[config.mk]
export PLATFORM = sky130hd
export DESIGN_NAME = krypton_wb_arbiter
export DESIGN_NICKNAME = d
export VERILOG_FILES = /design/src/rtl/krypton_wb_arbiter.sv
export SDC_FILE = /design/constraint.sdc
export NUM_CORES = 1
export LEC_CHECK = 0
export BUFFER_PORTS_ARGS = -buffer_cell sky130_fd_sc_hd__buf_4
export CAP_MARGIN = 0
export CORE_UTILIZATION = 55
export DETAILED_ROUTE_END_ITERATION = 7
export PLACE_DENSITY = 0.79
export SETUP_SLACK_MARGIN = 0.02
export SYNTH_ARGS = -nofsm -noshare
export SYNTH_HDL_FRONTEND = slang
export SYNTH_SLANG_ARGS = --single-unit
[constraint.sdc]
create_clock -name clk -period 9.55 [get_ports clk]
set_input_delay 0.955 -clock clk [delete_from_list [all_inputs] [get_ports clk]]
set_output_delay 0.955 -clock clk [all_outputs]
set_load 0.03 [all_outputs]
[src/rtl/krypton_wb_arbiter.sv]
// Writeback arbiter for the Krypton shader core.
// Per-unit result FIFOs feed one registered writeback stage through a
// round-robin grant. Also exports FIFO-full status and activity counters.
module krypton_wb_arbiter #(
  parameter int NUM_UNITS      = 5,
  parameter int FIFO_DEPTH     = 4,
  parameter int WARP_ID_WIDTH  = 5,
  parameter int REG_ADDR_WIDTH = 8,
  parameter int DATA_WIDTH     = 32
) (
  input  logic                                clk,
  input  logic                                rst,
  input  logic                                flush,
  input  logic [NUM_UNITS-1:0]                unit_valid,
  output logic [NUM_UNITS-1:0]                unit_ready,
  output logic [NUM_UNITS-1:0]                unit_busy,
  input  logic [NUM_UNITS*WARP_ID_WIDTH-1:0]  unit_warp_id,
  input  logic [NUM_UNITS*REG_ADDR_WIDTH-1:0] unit_rd,
  input  logic [NUM_UNITS-1:0]                unit_is_vector,
  input  logic [NUM_UNITS*DATA_WIDTH-1:0]     unit_data,
  output logic                                wb_valid,
  input  logic                                wb_ready,
  output logic [WARP_ID_WIDTH-1:0]            wb_warp_id,
  output logic [REG_ADDR_WIDTH-1:0]           wb_rd,
  output logic                                wb_is_vector,
  output logic [DATA_WIDTH-1:0]               wb_data,
  output logic [2:0]                          wb_unit,
  output logic [31:0]                         wb_count,
  output logic [31:0]                         conflict_count,
  output logic [31:0]                         stall_count
);

  localparam int PW = $clog2(FIFO_DEPTH);
  localparam int IW = (NUM_UNITS > 1) ? $clog2(NUM_UNITS) : 1;

  typedef struct packed {
    logic [WARP_ID_WIDTH-1:0]  warp;
    logic [REG_ADDR_WIDTH-1:0] rd;
    logic                      vec;
    logic [DATA_WIDTH-1:0]     data;
  } wb_ent_t;

  wb_ent_t              head [NUM_UNITS];
  logic [NUM_UNITS-1:0] nonempty;
  logic [NUM_UNITS-1:0] pop;

  logic          adv;
  logic          gnt_vld;
  logic [IW-1:0] gnt_idx;
  logic          multi_ne;

  wb_ent_t       wb_q, wb_d;
  logic          wb_valid_q, wb_valid_d;
  logic [2:0]    wb_unit_q, wb_unit_d;
  logic [IW-1:0] rr_q, rr_d;
  logic [31:0]   wb_count_q, conflict_q, stall_q;

  // Per-unit FIFOs. Count is one bit wider than the pointers, so its MSB
  // alone marks "full" (count == FIFO_DEPTH).
  for (genvar g = 0; g < NUM_UNITS; g++) begin : g_fifo
    wb_ent_t       mem_q [FIFO_DEPTH];
    logic [PW-1:0] wptr_q, rptr_q;
    logic [PW:0]   cnt_q;
    logic          push;
    wb_ent_t       ent;

    assign unit_ready[g] = ~cnt_q[PW];
    assign unit_busy[g]  = cnt_q[PW];
    assign nonempty[g]   = (cnt_q != '0);
    assign head[g]       = mem_q[rptr_q];
    assign push          = unit_valid[g] & ~cnt_q[PW] & ~flush;
    assign ent.warp      = unit_warp_id[g*WARP_ID_WIDTH +: WARP_ID_WIDTH];
    assign ent.rd        = unit_rd[g*REG_ADDR_WIDTH +: REG_ADDR_WIDTH];
    assign ent.vec       = unit_is_vector[g];
    assign ent.data      = unit_data[g*DATA_WIDTH +: DATA_WIDTH];

    // Storage write; contents need no reset since count gates visibility.
    always_ff @(posedge clk) begin
      if (push) mem_q[wptr_q] <= ent;
    end

    // Pointer and occupancy update; flush empties the FIFO.
    always_ff @(posedge clk) begin
      if (rst || flush) begin
        wptr_q <= '0;
        rptr_q <= '0;
        cnt_q  <= '0;
      end else begin
        if (push)   wptr_q <= wptr_q + 1'b1;
        if (pop[g]) rptr_q <= rptr_q + 1'b1;
        cnt_q <= cnt_q + {{PW{1'b0}}, push} - {{PW{1'b0}}, pop[g]};
      end
    end
  end

  // Round-robin search starting at rr_q, wrapping modulo NUM_UNITS.
  always_comb begin
    gnt_vld = 1'b0;
    gnt_idx = '0;
    for (int off = 0; off < NUM_UNITS; off++) begin
      automatic int idx = int'(rr_q) + off;
      if (idx >= NUM_UNITS) idx = idx - NUM_UNITS;
      if (!gnt_vld && nonempty[idx]) begin
        gnt_vld = 1'b1;
        gnt_idx = IW'(idx);
      end
    end
  end

  assign adv      = !wb_valid_q || wb_ready;
  assign multi_ne = ($countones(nonempty) >= 2);

  // Pop only the granted FIFO, and only when the stage actually advances.
  always_comb begin
    pop = '0;
    if (adv && gnt_vld && !flush) pop[gnt_idx] = 1'b1;
  end

  // Output stage next state: load granted head, clear when idle, hold on stall.
  always_comb begin
    wb_d       = wb_q;
    wb_valid_d = wb_valid_q;
    wb_unit_d  = wb_unit_q;
    rr_d       = rr_q;
    if (flush) begin
      wb_valid_d = 1'b0;
      rr_d       = '0;
    end else if (adv) begin
      if (gnt_vld) begin
        wb_d       = head[gnt_idx];
        wb_valid_d = 1'b1;
        wb_unit_d  = 3'(gnt_idx);
        rr_d       = (gnt_idx == IW'(NUM_UNITS - 1)) ? '0 : gnt_idx + 1'b1;
      end else begin
        wb_valid_d = 1'b0;
      end
    end
  end

  // Output stage and round-robin pointer registers.
  always_ff @(posedge clk) begin
    if (rst) begin
      wb_q       <= '0;
      wb_valid_q <= 1'b0;
      wb_unit_q  <= '0;
      rr_q       <= '0;
    end else begin
      wb_q       <= wb_d;
      wb_valid_q <= wb_valid_d;
      wb_unit_q  <= wb_unit_d;
      rr_q       <= rr_d;
    end
  end

  // Activity counters; flush discards the handshake and the grant but
  // leaves accumulated counts intact.
  always_ff @(posedge clk) begin
    if (rst) begin
      wb_count_q <= '0;
      conflict_q <= '0;
      stall_q    <= '0;
    end else begin
      if (wb_valid_q && wb_ready && !flush) wb_count_q <= wb_count_q + 32'd1;
      if (adv && multi_ne && !flush)        conflict_q <= conflict_q + 32'd1;
      if (wb_valid_q && !wb_ready)          stall_q    <= stall_q + 32'd1;
    end
  end

  assign wb_valid       = wb_valid_q;
  assign wb_warp_id     = wb_q.warp;
  assign wb_rd          = wb_q.rd;
  assign wb_is_vector   = wb_q.vec;
  assign wb_data        = wb_q.data;
  assign wb_unit        = wb_unit_q;
  assign wb_count       = wb_count_q;
  assign conflict_count = conflict_q;
  assign stall_count    = stall_q;

endmodule

=== Word level (Yosys, flattened, before mapping) ===
Memory sizes are Yosys's and may differ from the RTL's. A register that Yosys moved wholly into a read port is not among the register bits.
Index checks and enable logic that the tools add are counted.

* Memories: 5
* RAM bits: 920
* Output and inout bits: 156
* Bits in registers: 184

* Add/subtract/negate cells: 37
* Bitwise gates (word level): 17
* Magnitude comparators: 14
* Muxes and demuxes: 58
* Equality and inequality tests: 1
* Reductions and logical operators: 29

{| class="wikitable"
|+ Memories
! memory !! words !! bits a word !! read ports !! clocked after memory_dff !! wr ports !! RTL line !! text
|-
| g_fifo[0].mem_q || 4 || 46 || 1 || 1 || 1 || 61 || <nowiki>wb_ent_t mem_q [FIFO_DEPTH];</nowiki>
|-
| g_fifo[1].mem_q || 4 || 46 || 1 || 1 || 1 || 61 ||
|-
| g_fifo[2].mem_q || 4 || 46 || 1 || 1 || 1 || 61 ||
|-
| g_fifo[3].mem_q || 4 || 46 || 1 || 1 || 1 || 61 ||
|-
| g_fifo[4].mem_q || 4 || 46 || 1 || 1 || 1 || 61 ||
|}

{| class="wikitable"
|+ Operator list
! operator !! number
|-
| $lt 32x5->1 const B || 5
|-
| $mux 32 || 5
|-
| $bmux 46 s3 || 1
|-
| $add 32x1->32 const B || 3
|-
| $mux 46 || 2
|-
| $mux 1 || 27
|-
| $add 2x1->2 const B || 10
|-
| $mux 2 || 10
|-
| $sub 4x3->5 const B || 4
|-
| $mux 3 || 6
|-
| $ge 4x3->1 const B || 4
|-
| $add 3x1->3 || 5
|-
| $bmux 1 s3 || 5
|-
| $reduce_bool 3->1 || 5
|-
| $sub 3x1->3 || 5
|-
| $logic_and 1x1->1 || 12
|-
| $and 1x1->1 || 10
|-
| $add 3x2->4 const B || 2
|-
| $logic_not 1->1 || 7
|-
| $not 1->1 || 6
|-
| $mux 5 || 1
|-
| $add 1x1->2 || 2
|-
| $add 3x1->4 || 1
|-
| $add 3x1->4 const B || 1
|-
| 16 further kinds || 17
|}

=== Longest topological paths before layout ===
Gate-level depths: netlist (run 1).

* Depth in word-level cells: 25
* Gate-level depth with buffers: 25

=== Worst setup path after synthesis (run 1) ===
OpenSTA, ideal clock, no wires.

* Path kind: register to register
* Start point: register rr_q[0]
* End point: register g_fifo[0].cnt_q[2]
* Path buffers: 5
* Cell stages (with the launch flop): 23
* Setup time: 128 ps
* Arrival: 4539 ps
* Path slack: 4883 ps
* Path through: dfxtp_1 -> buf_4 -> inv_1 -> ha_1 -> buf_2 -> buf_2 -> a21bo_1 -> and2_1 -> a2111o_1 -> and4_1 -> a31oi_2 -> nand2b_1 -> clkbuf_1 -> clkbuf_1 -> nor3_2 -> ha_1 -> inv_1 -> ha_1 -> inv_1 -> fa_1 -> xnor2_1 -> xnor2_1 -> nor2_1

* Longest elaborated chain between the ends: 24

{| class="wikitable"
|+ Ends and longest elaborated chain
! what !! RTL line !! text
|-
| from (decl) || 55 || <nowiki>logic [IW-1:0] rr_q, rr_d;</nowiki>
|-
| from (signal assigned) || 151 || <nowiki>rr_q <= rr_d;</nowiki>
|-
| parallel branches: the longest is 22 deep, another holds $sub 4x3->5 || - ||
|-
| $mux 5 * || 116 || <nowiki>if (adv && gnt_vld && !flush) pop[gnt_idx] = 1'b1;</nowiki>
|-
| named net pop[0] || 45 || <nowiki>logic [NUM_UNITS-1:0] pop;</nowiki>
|-
| $sub 3x1->3 * || 91 || <nowiki>cnt_q <= cnt_q + {{PW{1'b0}}, push} - {{PW{1'b0}}, pop[g]};</nowiki>
|-
| to (signal assigned) || 91 ||
|-
| to (decl) || 63 || <nowiki>logic [PW:0] cnt_q;</nowiki>
|}

Mark *: on every way through the listed nets, which the timed path passes. The select of a mux whose other input is x is not followed.
A chain may end at the register's enable or synchronous reset.

=== Worst setup path after layout (run 1) ===
* Start point: register rr_q[1]
* End point: register g_fifo[0].cnt_q[2]

Same word-level chain as after synthesis.

==> results of run 1 <==
metal layers:
metal | vias to the layer above | GRT usage
li1 | 10900 | -
met1 | 12600 | 0.330
met2 | 952 | 0.470
met3 | 220 | 0.0588
met4 | 30 | 0.106
met5 | - | 0
flip-flops by register name (all words and copies together) (netlist names), named ones only:
register and cells:
wb_is_vector 1, stall_count 32, wb_count 32, wb_unit 3
wb_valid 1, wb_warp_id 5, g_fifo.wptr_q 10, g_fifo.mem_q 920
g_fifo.rptr_q 10, g_fifo.cnt_q 15, rr_q 3, wb_rd 8
wb_data 32, conflict_count 32
cells by family after synthesis:
family          after synthesis
buf+inv                     180
simple gates                534
fa+ha+maj                    52
xor+xnor                    101
mux                         285
compound gates              310
flops                      1114
power by group:
group	internal, mW	switching (mW)	total [mW]	leakage, nW
Clock	2.44	1.82	4.26	1.77
Combinational	1.55	2.54	4.10	6.11
Sequential	5.48	0.199	5.68	9.94
Total	9.47	4.56	14.0	17.8
placed cells by master, fill, tap and decap left out, drive strengths merged, types with 6 or more instances in the layout:
cell,count
a211oi,11
a21oi,131
a2bb2oi,47
a31oi,9
and2,31
and3,19
and4,9
buf,431
bufinv,10
clkbuf,134
clkinv,54
dfxtp,194
diode,13
edfxtp,920
fa,6
ha,46
inv,57
mux2i,55
mux4,230
nand2,155
nand2b,52
nand3,35
nand4,21
nor2,146
nor2b,7
nor3,17
o21ai,73
or3,21
xnor2,40
xor2,61
final cells by class:
class,instances,area [um2],area share
Timing Repair Buffer,431,3240,0.0625
Multi-Input combinational cell,1282,11900,0.230
Tap cell,1050,1310,0.0254
Inverter,50,190,0.00367
Clock buffer,134,2910,0.0561
Sequential cell,1114,31500,0.609
Antenna cell,13,32.5,0.000628
Clock inverter,72,686,0.0132
critical path, delay by kind of cell (launching register included):
kind	cells	cell delay (ns)
buffers and inverters	5	1.45
xor gates and xnor gates	2	0.34
AOI/OAI and AO/OA	5	1.33
DFF	1	0.57
adders and majority gates	4	1.57
and+or+nand+nor	5	0.88
worst paths after layout:
check	start	to	cells after the start
worst max-delay path	rr_q[1]$_SDFFE_PP0N_	g_fifo[0].cnt_q[2]$_SDFF_PP0_	21
worst min-delay path	unit_rd[37]	g_fifo[4].mem_q[0][38]$_DFFE_PP_	1
worst max register to register	rr_q[1]$_SDFFE_PP0N_	g_fifo[0].cnt_q[2]$_SDFF_PP0_	21
worst min register to register	g_fifo[1].rptr_q[0]$_SDFFE_PP0P_	flip-flop	2
through the flow:
step	cells	setup WS [ns]	hold slack, ns	utilization	cell area, um2
2_1_floorplan	2576	4.88	0.453	-	44100
3_3_place_gp	3927	3.38	0.460	0.609	48200
3_5_place_dp	3927	3.34	0.469	0.609	48200
4_1_cts	4133	3.28	0.432	0.654	51800
5_1_grt	4138	2.71	0.434	0.654	51800
6_report	4146	3.22	0.468	0.655	51800
==> results_dict.tcl, run 1 <==
set metrics [dict create \
    drv_slew 0 \
    synth-seq-cells 1114 \
    hold_buffers 0 \
    synthMostInstantiatedCell "edfxtp_1" \
    met1_length_um 39700 \
    wl_per_cell_um 26.5 \
    drv_cap 0 \
    finalPower_mw 14.0 \
    synth_top_family_by_area "multiplexers" \
    top_layer "met5" \
    vias_per_cell 5.96 \
    synth_edf_count 920 \
    synth_largest_area_cell "edfxtp_1" \
    place.gp.congestion 0.890 \
    peakVddDrop_mv 0.340 \
    syn_area_mm2 0.0441 \
    fillers 5350 \
    cts.sinks 1114 \
    worstPathRequired_ns 10.06 \
    setup_tns_ns 0 \
    cp_slowest_stage_delay_ns 0.75 \
    cts_resized 0 \
    clk_pin_slew_ns 0.06 \
    cts_tree "done" \
    hpwl_um 71800 \
    maxSlewHeadroom 0.147 \
    tightest_slew_ns 1.28 \
    timing.final.crit_share 0.663 \
    ys.warnings.count 0 \
    antenna_found_initial 22 \
    grt.overflow.total 0 \
    p_leak_nw 17.8 \
    end_kind "flip-flop" \
    drt_wl_total_um 110000 \
    synthXorXnorAreaFrac 0.0201 \
    async_flop_share 0 \
    die_x_um 285 \
    crit_type "flip-flop to flip-flop" \
    ff2ff_setup_slack_ns 3.22 \
    synthAdderAreaFrac 0.0158 \
    synth_compound_gate_area_share 0.0435 \
    start_util 0.558 \
    postSynthAreaPerCell_um2 17.1 \
    rsz0062_at_grt "no" \
    grt_util_all_layers 0.271 \
    crit_slowest_cell "ha_1" \
    hold_viol_final 0 \
    period_needed_ns 6.33 \
    arrival_ns 6.84 \
    synth_common_cells "edfxtp_1 (920), mux4_2 (230), dfxtp_1 (194)" \
    die_area_mm2 0.0814 \
    synth_area_leaders "edfxtp_1 (63%), mux4_2 (12%), dfxtp_1 (8.8%)" \
    grt_max_degree 93 \
    fin_nets 3282 \
    portBuffers 394 \
    drtPass1Iterations 5 \
    yosysSeqAreaShare 0.714 \
    met3_length_um 8240 \
    powerDensity_mw_per_mm2 271 \
    first_iter_violations 2299 \
    clk_path_buf_depth 3 \
    syn_inst 2576 \
    postCtsSetupRepairBufs 0 \
    drive_gt1_frac 0.284 \
    worstHoldPathType "input pin to flip-flop" \
    ioPinCount 395 \
    vias 24700 \
    synthMuxAreaShare 0.130 \
    critPathMaxFanout 52 \
    syn_to_final_growth_pct 17.4 \
    synth-main-ff-cell "edfxtp_1" \
    grt_pass1_wl_um 162000 \
    cts_buffers 112 \
    status "complete, no violations" \
    die_height_um 285 \
    core_area_mm2 0.0791 \
    routed-wl-met2_um 57100 \
    synth_top_area_frac 0.626 \
    h-tree-depth 3 \
    cts_root_buffer "clkbuf_16" \
    crit_chain "inv_1 > ha_1 > nor2_1 > o21ai_0 > nand2_1 > o2111ai_1 > and4b_1 > o211ai_1 > a31oi_4 > buf_4 > o21bai_4 > buf_4 > nor3_2 > ha_1 > inv_1 > ha_1 > inv_1 > fa_1 > xnor2_1 > xnor2_1 > nor2_1" \
    drc 0 \
    clk_latency_ns 0.68 \
    rows 103 \
    fin_skew_ns 0.0523 \
    grt_pass1_vias 25600 \
    synth_fp_nets 2867 \
    synth-simple-area-share 0.0594 \
    antenna_left 0 \
    max_freq_mhz 158 \
    setup_viol 0 \
    synth_cell_types 76 \
    cp-start-kind "flip-flop" \
]
Note: power is estimated with default switching activity, not from simulation.
==> run 2, diff against run 1 <==
==> constraint.sdc (replaced) <==
create_clock -name clk -period 6.41 [get_ports clk]
set_input_delay 0.641 -clock clk [delete_from_list [all_inputs] [get_ports clk]]
set_output_delay 0.641 -clock clk [all_outputs]
set_load 0.03 [all_outputs]
==> run 2 against run 1 <==
Net effect: setup slack worse by 2.3 ns; die area unchanged; register-to-register slack worse by 2.3 ns; power up 50%; utilization about the same; largest cell class unchanged.
==> results_dict.tcl, run 2 (synthesized netlist as in run 1, its figures left out) <==
set metrics [dict create \
    drt_wl_total_um 108000 \
    cts.sinks 1114 \
    cts_resized 0 \
    routed-wl-met2_um 56700 \
    grt_pass1_wl_um 161000 \
    fin_nets 3286 \
    cp_top_family "adder cells" \
    hold_viol_final 0 \
    status "complete, no violations" \
    die_x_um 285 \
    postCtsSetupRepairBufs 0 \
    critPathMaxFanout 16 \
    worstHoldPathType "input pin to flip-flop" \
    place.gp.congestion 0.891 \
    vias 24900 \
    p_leak_nw 17.8 \
    cts_buffers 109 \
    grt_pass1_vias 25700 \
    start_util 0.558 \
    crit_buf_inv 3 \
    final_cell_mix "edfxtp_1 (920), buf_4 (436), mux4_2 (230), dfxtp_1 (184), nand2_1 (154)" \
    timing.final.crit_share 0.861 \
    h-tree-depth 3 \
    hold_buffers 0 \
    wl_per_cell_um 26.1 \
    drv_slew 0 \
    portBuffers 394 \
    met1_length_um 39800 \
    clk_path_buf_depth 3 \
    top_layer "met5" \
    crit_slowest_cell "ha_1" \
    first_iter_violations 2174 \
    drtPass1Iterations 5 \
    ioPinCount 395 \
    clk_latency_ns 0.69 \
    powerDensity_mw_per_mm2 407 \
    rsz0062_at_grt "no" \
    drc 0 \
    clk_pin_slew_ns 0.07 \
    final_common_cell "edfxtp_1" \
    drive_gt1_frac 0.285 \
    multiInputGateArea_mm2 0.0119 \
    end_kind "flip-flop" \
    grt.overflow.total 0 \
    period_needed_ns 5.52 \
    die_height_um 285 \
    peakVddDrop_mv 0.642 \
    drv_cap 0 \
    crit_chain "inv_1 > ha_1 > nor2_1 > o21ai_0 > nand2_1 > o2111ai_1 > nand4b_1 > nor4_1 > a31oi_4 > o21bai_4 > nor3_2 > ha_1 > inv_1 > ha_1 > inv_1 > fa_1 > xnor2_1 > xnor2_1 > nor2_1" \
    placed_area_mm2 0.0482 \
    antenna_left 0 \
    arrival_ns 6.04 \
    top_register "g_fifo.mem_q" \
    grt_max_degree 93 \
    core_area_mm2 0.0791 \
    maxSlewHeadroom 0.269 \
    die_area_mm2 0.0814 \
    cp_slowest_stage_delay_ns 0.76 \
    rows 103 \
    setup_viol 0 \
    vias_per_cell 6.00 \
    cts_tree "done" \
    antenna_found_initial 28 \
    syn_to_final_growth_pct 17.5 \
    tightest_slew_ns 1.09 \
    cp-start-kind "flip-flop" \
    largest_reg_flops 920 \
    max_freq_mhz 181 \
    setup_tns_ns 0 \
    fillers 5248 \
    met3_length_um 7890 \
    grt_util_all_layers 0.268 \
    crit_type "flip-flop to flip-flop" \
    cts_root_buffer "clkbuf_16" \
    worstPathRequired_ns 6.93 \
    hpwl_um 70200 \
    regArea_mm2 0.0315 \
    finalInstanceArea_mm2 0.0518 \
    fin_skew_ns 0.0443 \
]
[run 2: cell types whose count changed in the layout (fill, tap and decap cells not counted), moves of 3 or more]
| cell | delta |
|---|---|
| clkinv_2 | -7 |
| buf_4 | +5 |
| clkbuf_16 | -3 |
| inv_6 | -4 |
| inv_16 | +4 |
| clkbuf_8 | +7 |
[run 2: worst reg2reg max path, stage by stage, from the launching register on]
cell       delay (ns)
dfxtp_1          0.58
inv_1            0.30
ha_1             0.76
nor2_1           0.17
o21ai_0          0.29
nand2_1          0.13
o2111ai_1        0.41
nand4b_1         0.32
nor4_1           0.59
a31oi_4          0.07
o21bai_4         0.21
nor3_2           0.26
ha_1             0.29
inv_1            0.06
ha_1             0.13
inv_1            0.05
fa_1             0.37
xnor2_1          0.19
xnor2_1          0.15
nor2_1           0.05
[run 2: final cells by class]
class | instances | area share
multi-input combinational | 1282 | 0.230
clock buffer | 137 | 0.0564
timing repair buffer | 438 | 0.0639
sequential | 1114 | 0.608
clock inverter | 66 | 0.0120
inverter | 50 | 0.00367
tap | 1050 | 0.0253
antenna | 14 | 0.000676
[run 2: report_power, final]
part,switching [mW],internal (mW),total (mW)
logic,3.93,2.41,6.34
registers,0.300,8.16,8.46
clock network,2.71,3.57,6.28
[run 2: final timing paths]
| path | endpoint | from | depth (start not counted) | slack [ns] |
|---|---|---|---|---|
| max reg2reg | g_fifo[0].cnt_q[2]$_SDFF_PP0_ | rr_q[1]$_SDFFE_PP0N_ | 19 | 0.89 |
| max | g_fifo[0].cnt_q[2]$_SDFF_PP0_ | rr_q[1]$_SDFFE_PP0N_ | 19 | 0.89 |
| min | g_fifo[1].mem_q[1][10]$_DFFE_PP_ | unit_data[42] | 1 | 0.14 |
| min reg2reg | wb_is_vector$_SDFFE_PP0N_ | wb_is_vector$_SDFFE_PP0N_ | 2 | 0.47 |
[run 2: metal layers]
layer / track usage / up-vias
met1: 0.328 / 12800
li1: - / 10900
met3: 0.0575 / 214
met4: 0.107 / 28
met5: 0 / -
met2: 0.463 / 1025
[run 2: per-stage QoR]
step | total power [mW] | utilization | worst slack, ns | cells | hold WS [ns]
5_1_grt | 21.8 | 0.655 | 0.502 | 4147 | 0.132
2_1_floorplan | 12.7 | - | 1.74 | 2576 | 0.453
4_1_cts | 21.2 | 0.655 | 0.970 | 4137 | 0.114
3_3_place_gp | 14.9 | 0.610 | 1.22 | 3934 | 0.459
3_5_place_dp | 15.0 | 0.610 | 1.02 | 3934 | 0.461
6_report | 21.1 | 0.655 | 0.892 | 4151 | 0.144
